**config.mk**
```make
export PLATFORM = sky130hd
export DESIGN_NAME = instr_fetch_stage_flat
export DESIGN_NICKNAME = d
export VERILOG_FILES = /design/src/rtl/instr_fetch_stage_if.sv /design/src/rtl/instr_fetch_stage.sv /design/src/flat_wrapper.sv
export SDC_FILE = /design/constraint.sdc
export NUM_CORES = 1
export LEC_CHECK = 0
export BUFFER_PORTS_ARGS = -buffer_cell sky130_fd_sc_hd__buf_2
export CELL_PAD_IN_SITES_DETAIL_PLACEMENT = 1
export CELL_PAD_IN_SITES_GLOBAL_PLACEMENT = 1
export CORE_AREA = 5 5 136 138
export DETAILED_ROUTE_END_ITERATION = 6
export DIE_AREA = 0 0 141 143
export MAX_ROUTING_LAYER = met4
export PLACE_DENSITY_LB_ADDON = 0.1
export SYNTH_ARGS = -nofsm -noshare
export SYNTH_HDL_FRONTEND = slang
export SYNTH_SLANG_ARGS = --single-unit
```
**constraint.sdc**
```tcl
create_clock -name clk -period 8.8 [get_ports clk]
set_clock_uncertainty 0.2 [all_clocks]
set_input_delay 1.76 -clock clk [delete_from_list [all_inputs] [get_ports clk]]
set_output_delay 1.76 -clock clk [all_outputs]
set_load 0.03 [all_outputs]
```
**src/rtl/instr_fetch_stage_if.sv**
```systemverilog
// Fetch-stage bus bundle: instruction-memory request/response, redirect, and the
// {instr, pc} valid/ready output channel. master = fetch stage, slave = its environment.
interface instr_fetch_stage_if #(
  parameter int ADDR_W = 32
);
  logic              imem_en_o;
  logic [ADDR_W-1:0] imem_addr_o;
  logic [31:0]       imem_rdata_i;
  logic              redirect_i;
  logic [ADDR_W-1:0] redirect_pc_i;
  logic              out_valid_o;
  logic              out_ready_i;
  logic [31:0]       out_instr_o;
  logic [ADDR_W-1:0] out_pc_o;
  logic              fetch_done_o;

  modport master (
    output imem_en_o,
    output imem_addr_o,
    input  imem_rdata_i,
    input  redirect_i,
    input  redirect_pc_i,
    output out_valid_o,
    input  out_ready_i,
    output out_instr_o,
    output out_pc_o,
    output fetch_done_o
  );

  modport slave (
    input  imem_en_o,
    input  imem_addr_o,
    output imem_rdata_i,
    output redirect_i,
    output redirect_pc_i,
    input  out_valid_o,
    output out_ready_i,
    input  out_instr_o,
    input  out_pc_o,
    input  fetch_done_o
  );
endinterface

```
**src/rtl/instr_fetch_stage.sv**
```systemverilog
// Instruction fetch front-end: issues word-aligned reads to a 1-cycle synchronous
// imem, buffers {pc, instr} in a small FIFO, supports redirect/flush and a PC limit.
//
// state   | meaning
// --------+--------------------------------------------------------------
// S_FETCH | issuing reads while fetch_pc < PC_LIMIT and FIFO credit allows
// S_DRAIN | limit reached; waiting for FIFO and in-flight read to empty
// S_DONE  | all fetched words delivered; fetch_done_o=1 until redirect/reset
module instr_fetch_stage #(
  parameter int                ADDR_W     = 32,
  parameter int                FIFO_DEPTH = 2,
  parameter logic [ADDR_W-1:0] RESET_PC   = '0,
  parameter logic [ADDR_W-1:0] PC_LIMIT   = ADDR_W'(88)
) (
  input  logic                clk,
  input  logic                reset,
  instr_fetch_stage_if.master bus
);

  localparam int PTR_W = (FIFO_DEPTH > 1) ? $clog2(FIFO_DEPTH) : 1;
  localparam int CNT_W = $clog2(FIFO_DEPTH + 1);

  localparam logic [1:0] S_FETCH = 2'd0;
  localparam logic [1:0] S_DRAIN = 2'd1;
  localparam logic [1:0] S_DONE  = 2'd2;

  logic [1:0]        r_state;
  logic [ADDR_W-1:0] r_fetch_pc;
  logic              r_inflight;
  logic [ADDR_W-1:0] r_inflight_pc;
  logic [ADDR_W-1:0] r_fifo_pc    [FIFO_DEPTH];
  logic [31:0]       r_fifo_instr [FIFO_DEPTH];
  logic [PTR_W-1:0]  r_wr_ptr;
  logic [PTR_W-1:0]  r_rd_ptr;
  logic [CNT_W-1:0]  r_count;

  logic              w_empty;
  logic              w_pop;
  logic              w_push;
  logic              w_below_limit;
  logic [CNT_W:0]    w_occupancy;
  logic              w_credit_ok;
  logic              w_issue;

  function automatic logic [PTR_W-1:0] ptr_inc(input logic [PTR_W-1:0] p);
    if (p == PTR_W'(FIFO_DEPTH - 1)) return '0;
    return p + PTR_W'(1);
  endfunction

  assign w_empty       = (r_count == '0);
  assign w_pop         = !w_empty && bus.out_ready_i;
  assign w_push        = r_inflight && !bus.redirect_i;
  assign w_below_limit = (r_fetch_pc < PC_LIMIT);

  // Credit counts the in-flight read so its response always finds a free slot.
  assign w_occupancy = {1'b0, r_count} + (CNT_W + 1)'(r_inflight) - (CNT_W + 1)'(w_pop);
  assign w_credit_ok = (w_occupancy < (CNT_W + 1)'(FIFO_DEPTH));

  assign w_issue = (r_state == S_FETCH) && !reset && !bus.redirect_i &&
                   w_below_limit && w_credit_ok;

  always_ff @(posedge clk) begin
    if (reset) begin
      r_state       <= S_FETCH;
      r_fetch_pc    <= RESET_PC;
      r_inflight    <= 1'b0;
      r_inflight_pc <= '0;
      r_wr_ptr      <= '0;
      r_rd_ptr      <= '0;
      r_count       <= '0;
    end else if (bus.redirect_i) begin
      r_state    <= S_FETCH;
      r_fetch_pc <= {bus.redirect_pc_i[ADDR_W-1:2], 2'b00};
      r_inflight <= 1'b0;
      r_wr_ptr   <= '0;
      r_rd_ptr   <= '0;
      r_count    <= '0;
    end else begin
      r_inflight <= w_issue;
      if (w_issue) begin
        r_inflight_pc <= r_fetch_pc;
        r_fetch_pc    <= r_fetch_pc + ADDR_W'(4);
      end
      if (w_push) r_wr_ptr <= ptr_inc(r_wr_ptr);
      if (w_pop)  r_rd_ptr <= ptr_inc(r_rd_ptr);
      if (w_push && !w_pop)      r_count <= r_count + CNT_W'(1);
      else if (!w_push && w_pop) r_count <= r_count - CNT_W'(1);

      case (r_state)
        S_FETCH: if (!w_below_limit) r_state <= S_DRAIN;
        S_DRAIN: if (w_empty && !r_inflight) r_state <= S_DONE;
        S_DONE:  r_state <= S_DONE;
        default: r_state <= S_FETCH;
      endcase
    end
  end

  // Payload storage needs no reset: out_* are masked to zero while empty.
  always_ff @(posedge clk) begin
    if (!reset && w_push) begin
      r_fifo_pc[r_wr_ptr]    <= r_inflight_pc;
      r_fifo_instr[r_wr_ptr] <= bus.imem_rdata_i;
    end
  end

  assign bus.imem_en_o    = w_issue;
  assign bus.imem_addr_o  = r_fetch_pc;
  assign bus.out_valid_o  = !w_empty;
  assign bus.out_instr_o  = w_empty ? 32'd0 : r_fifo_instr[r_rd_ptr];
  assign bus.out_pc_o     = w_empty ? '0 : r_fifo_pc[r_rd_ptr];
  assign bus.fetch_done_o = (r_state == S_DONE);

endmodule

```
**src/flat_wrapper.sv**
```systemverilog
// flat-port wrapper written by rule: the top's interface ports become plain ports
module instr_fetch_stage_flat 
#(
  parameter int                ADDR_W     = 32,
  parameter int                FIFO_DEPTH = 2,
  parameter logic [ADDR_W-1:0] RESET_PC   = '0,
  parameter logic [ADDR_W-1:0] PC_LIMIT   = ADDR_W'(88)
)
  (clk, reset, bus_imem_en_o, bus_imem_addr_o, bus_imem_rdata_i, bus_redirect_i, bus_redirect_pc_i, bus_out_valid_o, bus_out_ready_i, bus_out_instr_o, bus_out_pc_o, bus_fetch_done_o);
  instr_fetch_stage_if #(.ADDR_W(ADDR_W)) bus_i ();
  input  logic clk;
  input  logic reset;
  output wire logic [$bits(bus_i.imem_en_o)-1:0] bus_imem_en_o;
  output wire logic [$bits(bus_i.imem_addr_o)-1:0] bus_imem_addr_o;
  input wire logic [$bits(bus_i.imem_rdata_i)-1:0] bus_imem_rdata_i;
  input wire logic [$bits(bus_i.redirect_i)-1:0] bus_redirect_i;
  input wire logic [$bits(bus_i.redirect_pc_i)-1:0] bus_redirect_pc_i;
  output wire logic [$bits(bus_i.out_valid_o)-1:0] bus_out_valid_o;
  input wire logic [$bits(bus_i.out_ready_i)-1:0] bus_out_ready_i;
  output wire logic [$bits(bus_i.out_instr_o)-1:0] bus_out_instr_o;
  output wire logic [$bits(bus_i.out_pc_o)-1:0] bus_out_pc_o;
  output wire logic [$bits(bus_i.fetch_done_o)-1:0] bus_fetch_done_o;
  assign bus_imem_en_o = bus_i.imem_en_o;
  assign bus_imem_addr_o = bus_i.imem_addr_o;
  assign bus_i.imem_rdata_i = bus_imem_rdata_i;
  assign bus_i.redirect_i = bus_redirect_i;
  assign bus_i.redirect_pc_i = bus_redirect_pc_i;
  assign bus_out_valid_o = bus_i.out_valid_o;
  assign bus_i.out_ready_i = bus_out_ready_i;
  assign bus_out_instr_o = bus_i.out_instr_o;
  assign bus_out_pc_o = bus_i.out_pc_o;
  assign bus_fetch_done_o = bus_i.fetch_done_o;
  instr_fetch_stage #(.ADDR_W(ADDR_W), .FIFO_DEPTH(FIFO_DEPTH), .RESET_PC(RESET_PC), .PC_LIMIT(PC_LIMIT)) u_core (.clk(clk), .reset(reset), .bus(bus_i));
endmodule
```
-- After elaboration in Yosys (flattened, before gate mapping)
Memory sizes are Yosys's and may differ from the RTL's. A register that Yosys moved wholly into a read port is not among the register bits.
Cells that the tools add are included.
- output and inout bits: 99
- input bits: 68
- word-level logic and storage cells: 74
- memories kept: 2
- bits in writable memories: 128
- register bits after elaboration: 71
- memory list (name ; depth ; bits a word ; read ports ; clocked after memory_dff ; wr ports ; RTL line ; text):
    u_core.r_fifo_instr ; 2 ; 32 ; 1 ; 1 ; 1 ; instr_fetch_stage.sv:32 ; logic [31:0] r_fifo_instr [FIFO_DEPTH];
    u_core.r_fifo_pc ; 2 ; 32 ; 1 ; 1 ; 1 ; instr_fetch_stage.sv:31 ; logic [ADDR_W-1:0] r_fifo_pc [FIFO_DEPTH];
- bitwise gates (word level): 1
- reductions and logical operators: 23
- order comparisons: 2
- add/sub/neg operators: 7
- eq/ne operators: 4
- mux-type cells: 27
- operator list (kind ; count):
    $mux 32 ; 4
    $add 32x3->32 const B ; 1
    $lt 32x7->1 const B ; 1
    $mux 1 ; 18
    $logic_and 1x1->1 ; 10
    $mux 2 ; 4
    $logic_not 1->1 ; 6
    $pmux 2 s3 ; 1
    $logic_not 2->1 ; 2
    $reduce_and 2->1 ; 2
    $reduce_bool 2->1 ; 2
    $add 2x1->3 ; 1
    $lt 3x2->1 const B ; 1
    $sub 3x1->3 ; 1
    $add 1x1->1 const B ; 2
    $add 2x1->2 const B ; 1
    $eq 2x1->1 const B ; 1
    $eq 2x2->1 const B ; 1
    $ne 2x1->1 const B ; 1
    $ne 2x2->1 const B ; 1
    $reduce_or 2->1 ; 1
    $sub 2x1->2 const B ; 1
    $not 1->1 ; 1

-- Logic depth before layout (Yosys ltp)
- depth after elaboration: 9
- gate-level depth with buffers: 12
- mapped depth without buffers: 11

-- Worst setup path before layout
Ideal clock, no wire load.
- path kind: input to register
- start: input port reset
- end: memory u_core.r_fifo_instr[0][0], enable pin
- stages: 4
- path buffers: 2
- data arrival time: 6481 ps
- setup time: 559 ps
- path slack: 1560 ps
- path through: buf_2 > or2_4 > buf_6 > nor3_1
- cells in the longest elaborated chain, start to end: 4
- ends and longest elaborated chain (what ; RTL line ; text):
    start: declaration ; flat_wrapper.sv:12 ; input logic reset;
    $logic_not 1->1 ; instr_fetch_stage.sv:100 ; if (!reset && w_push) begin
    $logic_and 1x1->1 ; instr_fetch_stage.sv:100 ;
    $mux 1 ; instr_fetch_stage.sv:100 ;
    $mux 1 (not written as such) ; instr_fetch_stage.sv:102 ; r_fifo_instr[r_wr_ptr] <= bus.imem_rdata_i;
    end: declaration ; instr_fetch_stage.sv:32 ;
No other way between the ends.

-- Final worst setup path
- start: input port bus_out_ready_i
- end: output port bus_imem_en_o
- cells in the longest elaborated chain, start to end: 4
- ends and longest elaborated chain (what ; RTL line ; text):
    start: declaration ; flat_wrapper.sv:19 ; input wire logic [$bits(bus_i.out_ready_i)-1:0] bus_out_ready_i;
    $logic_and 1x1->1 ; instr_fetch_stage.sv:51 ; assign w_pop = !w_empty && bus.out_ready_i;
    via u_core.w_pop ; instr_fetch_stage.sv:38 ; logic w_pop;
    $sub 3x1->3 ; instr_fetch_stage.sv:56 ; assign w_occupancy = {1'b0, r_count} + (CNT_W + 1)'(r_inflight) - (CNT_W + 1)'(w_pop);
    $lt 3x2->1 ; instr_fetch_stage.sv:57 ; assign w_credit_ok = (w_occupancy < (CNT_W + 1)'(FIFO_DEPTH));
    $logic_and 1x1->1 ; instr_fetch_stage.sv:60 ; w_below_limit && w_credit_ok;
    end: declaration ; flat_wrapper.sv:13 ; output wire logic [$bits(bus_i.imem_en_o)-1:0] bus_imem_en_o;
The timed path passes the listed nets, and every way through them passes these cells.

==> key figures <==
Run status
  – Status: completed

Die
  – Die width: 141 um
  – Die Span Y: 143 um
  – I/O pin cnt: 167
  – # rows: 48
  – Core area: 17100 um^2
  – Die area: 20200 um^2
  – Initial Utilization: between 40% and 50%

Clocking
  – Hold Buf Count CTS: 0
  – Post-CTS Repair Setup Buffers: 0
  – CTS tree: done
  – Post_cts resized: 0
  – Sink Count: roughly 190
  – Clock Path Buffers: 2
  – Clock insertion delay at the later pin of the skew report: around 0.42 ns
  – H-tree levels: 4
  – Worst-path clk slew: roughly 0.070 ns
  – CTS buffer count: 17
  – CTS root buffer: clkbuf_16

Place
  – GPL Wtd Cong: between 0.7 and 0.8
  – Placed insts: 868
  – DP HPWL: 10.1 mm
  – Placement Setup Slack: 2.63 ns
  – PortBufs: 160

Global routing
  – Vias in the first global route: about 5000
  – Initial antenna violation count: 0
  – Total congestion overflow: 0
  – Largest net degree at the start of global routing: 64
  – GR Util All Layers: roughly 16%
  – First-pass GRT wire length: 24.7 mm

Layout
  – Final core utilization: 51.6%
  – Finished Layout Cells: 900
  – Layout area overhead: 22.2%
  – ANT cells: 0
  – Layout cells sized above 1: 30.5%
  – Nets: 738

Power
  – Cell-internal power: 1.41 mW
  – Sequential Power Share: between 50% and 60%
  – Psw: roughly 0.40 mW
  – Maximum vdd drop: roughly 0.00014 V
  – Power per cell area: 206 nW/um^2
  – Clk pwr share: 41.9%
  – Comb pwr share: 4.6%
  – Lkg Pwr: 3.36 nW
  – Switching share of power: 22.0%

STA
  – Slew Viols, Final: 0
  – Fin crit period: 6.17 ns
  – Relative slew margins: 22.0%
  – Hold Vio Cnt, Final: 0
  – Slew @ Worst Pin: 1.17 ns
  – Final Setup Violations: 0
  – Final period util: 70.1%
  – Setup WS post-layout: 2.63 ns
  – Highest clock rate: 162 MHz
  – RSZ-0062 raised after global routing: no
  – TNS Setup: 0 ns

Setup path
  – Startpoint types: input pin
  – Critical Path RT: 6.84 ns
  – Critical Path Sink Type: output port
  – Crit Path Category: input pin to output port
  – CP Max Fanout: 8
  – CP arrival: about 4.2 ns

Yosys
  – Synthesized cell area: 7200 um^2
  – Flops & latches, synth: 192
  – Main synth FF type: edfxtp_1
  – Async S/R FF share, synth: 0%
  – Post-synth top area cell: edfxtp_1
  – Top cells by area, synth: edfxtp_1, dfxtp_1, mux2i_1, nor2_1, a22o_1
  – Post-synth cell types: 47
  – Sequential share of the synthesized area: 70.6%
  – Synth Warn #: 0
  – Avg Cell Area, Syn: 14.2 um^2
  – Post-Syn Instances: 506
  – Post-synth top area share: between 50 and 60%
  – Post-synth EDFFs: 124

Routing
  – DR DRC count: 0
  – Drt pass-1 iters: 4
  – Vias after detailed routing: roughly 4500
  – Detailed Route Iter0 Violations: 232
  – Vias per cell: 5.04
  – Detailed Route WL: between 15 and 20 mm
  – Wirelength per Cell: 17.4 um
  – Post-route ant nets: 0

Hold path
  – Min-delay worst type: flip-flop to flip-flop

Flow run
  – Max Cap Violations: 0
-- through the flow --
step                hold WS (ns)  instance area, um^2  total power, mW
detailed placement         0.231                 8210             1.07
finish                     0.249                 8800             1.81
global route               0.262                 8800             1.89
floorplan                  0.217                 7210             1.04
CTS                        0.254                 8800             1.84
global placement           0.226                 8210             1.07
-- state kept, by name, indices dropped and copies added (netlist names), named ones only --
register / cells
u_core.r_inflight_pc: 30
u_core.r_wr_ptr: 1
u_core.r_rd_ptr: 1
u_core.r_inflight: 1
u_core.r_fifo_pc: 60
u_core.r_state: 2
u_core.r_fifo_instr: 64
u_core.bus.imem_addr_o: 30
u_core.r_count: 2
-- critical path: stages --
cell and delay [ns]:
buf_2 0.11, nand2_1 0.08, inv_1 0.07, ha_1 0.28
nand2b_1 0.15, fa_1 0.38, xor2_1 0.19, a211oi_2 0.58
and3_1 0.28, and2_1 0.14, buf_2 0.19
-- power by group through the flow --
stage | Clock (mW) | Combinational (mW) | Sequential [mW]
after floorplan | 0 | 0.0350 | 1.00
after global placement | 0 | 0.0807 | 0.988
after detailed placement | 0 | 0.0837 | 0.989
after CTS | 0.782 | 0.0842 | 0.969
after global routing | 0.827 | 0.0900 | 0.970
final | 0.759 | 0.0829 | 0.969
-- cell families after synthesis --
logic type                 Yosys count  share of synthesized area [%]
xor gates and xnor gates             5                          0.608
DFF                                192                           70.6
buffers and inverters               38                           2.45
AOI/OAI and AO/OA                   55                           6.10
adders and majority gates            8                           1.49
other                                1                         0.0521
muxes                               66                           9.19
and+or+nand+nor                    141                           9.49
-- synthesized netlist by cell type, types with 4 or more instances --
master	number
buf_4	4
a31oi_1	6
a22o_1	25
nand4_1	8
clkbuf_1	21
dfxtp_1	68
ha_1	7
nor3_1	4
o31ai_1	5
nor2_1	72
inv_1	7
nor4_1	5
mux2i_1	65
and2_1	27
nand2_1	10
a21oi_1	8
edfxtp_1	124
-- per-layer routing --
metal | routed length (um) | vias to the layer above | share of wire [%] | global-route usage, %
li1 | - | 2163 | - | -
met1 | 6820 | 2233 | 44 | 18.8
met2 | 7810 | 121 | 50 | 27.4
met3 | 782 | 17 | 5.0 | 3.88
met4 | 215 | 0 | 1.4 | 5.51
met5 | 0 | - | 0 | -
-- final timing paths --
| check | start | endpoint | slack (ns) | cells after the start |
|---|---|---|---|---|
| max | bus_out_ready_i | bus_imem_en_o | 2.63 | 11 |
| min | u_core.r_inflight_pc[12] | u_core.r_fifo_pc[1][12] | 0.25 | 0 |
| max reg2reg | u_core.r_count[1] | u_core.bus.imem_addr_o[19] | 5.22 | 11 |
| min reg2reg | u_core.r_inflight_pc[12] | u_core.r_fifo_pc[1][12] | 0.25 | 0 |
-- cell type report --
type                            count  area, um^2
Timing Repair Buffer              165         838
Inverter                            7        26.3
Clock inverter                     15         163
Fill cell                        1773        8260
Clock buffer                       17         425
Multi-Input combinational cell    279        1980
Sequential cell                   192        5090
Tap cell                          225         282
-- cell usage in the layout (no fill, tap or decap), types with 2 or more instances in the layout --
cell type and n:
a21oi_1 8, a22o_1 25, a31oi_1 5, a41o_1 2, and2_1 27, and3_1 2
buf_2 160, buf_4 5, bufinv_16 2, clkbuf_16 17, clkinv_2 4, clkinvlp_4 3
conb_1 4, dfxtp_1 67, edfxtp_1 124, ha_1 7, inv_1 7, inv_8 2
mux2i_1 65, nand2_1 10, nand3_1 2, nand4_1 8, nor2_1 71, nor3_1 3
nor4_1 5, o31ai_1 5, xnor2_1 2, xor2_1 3
(Power assumes the default switching activity.)
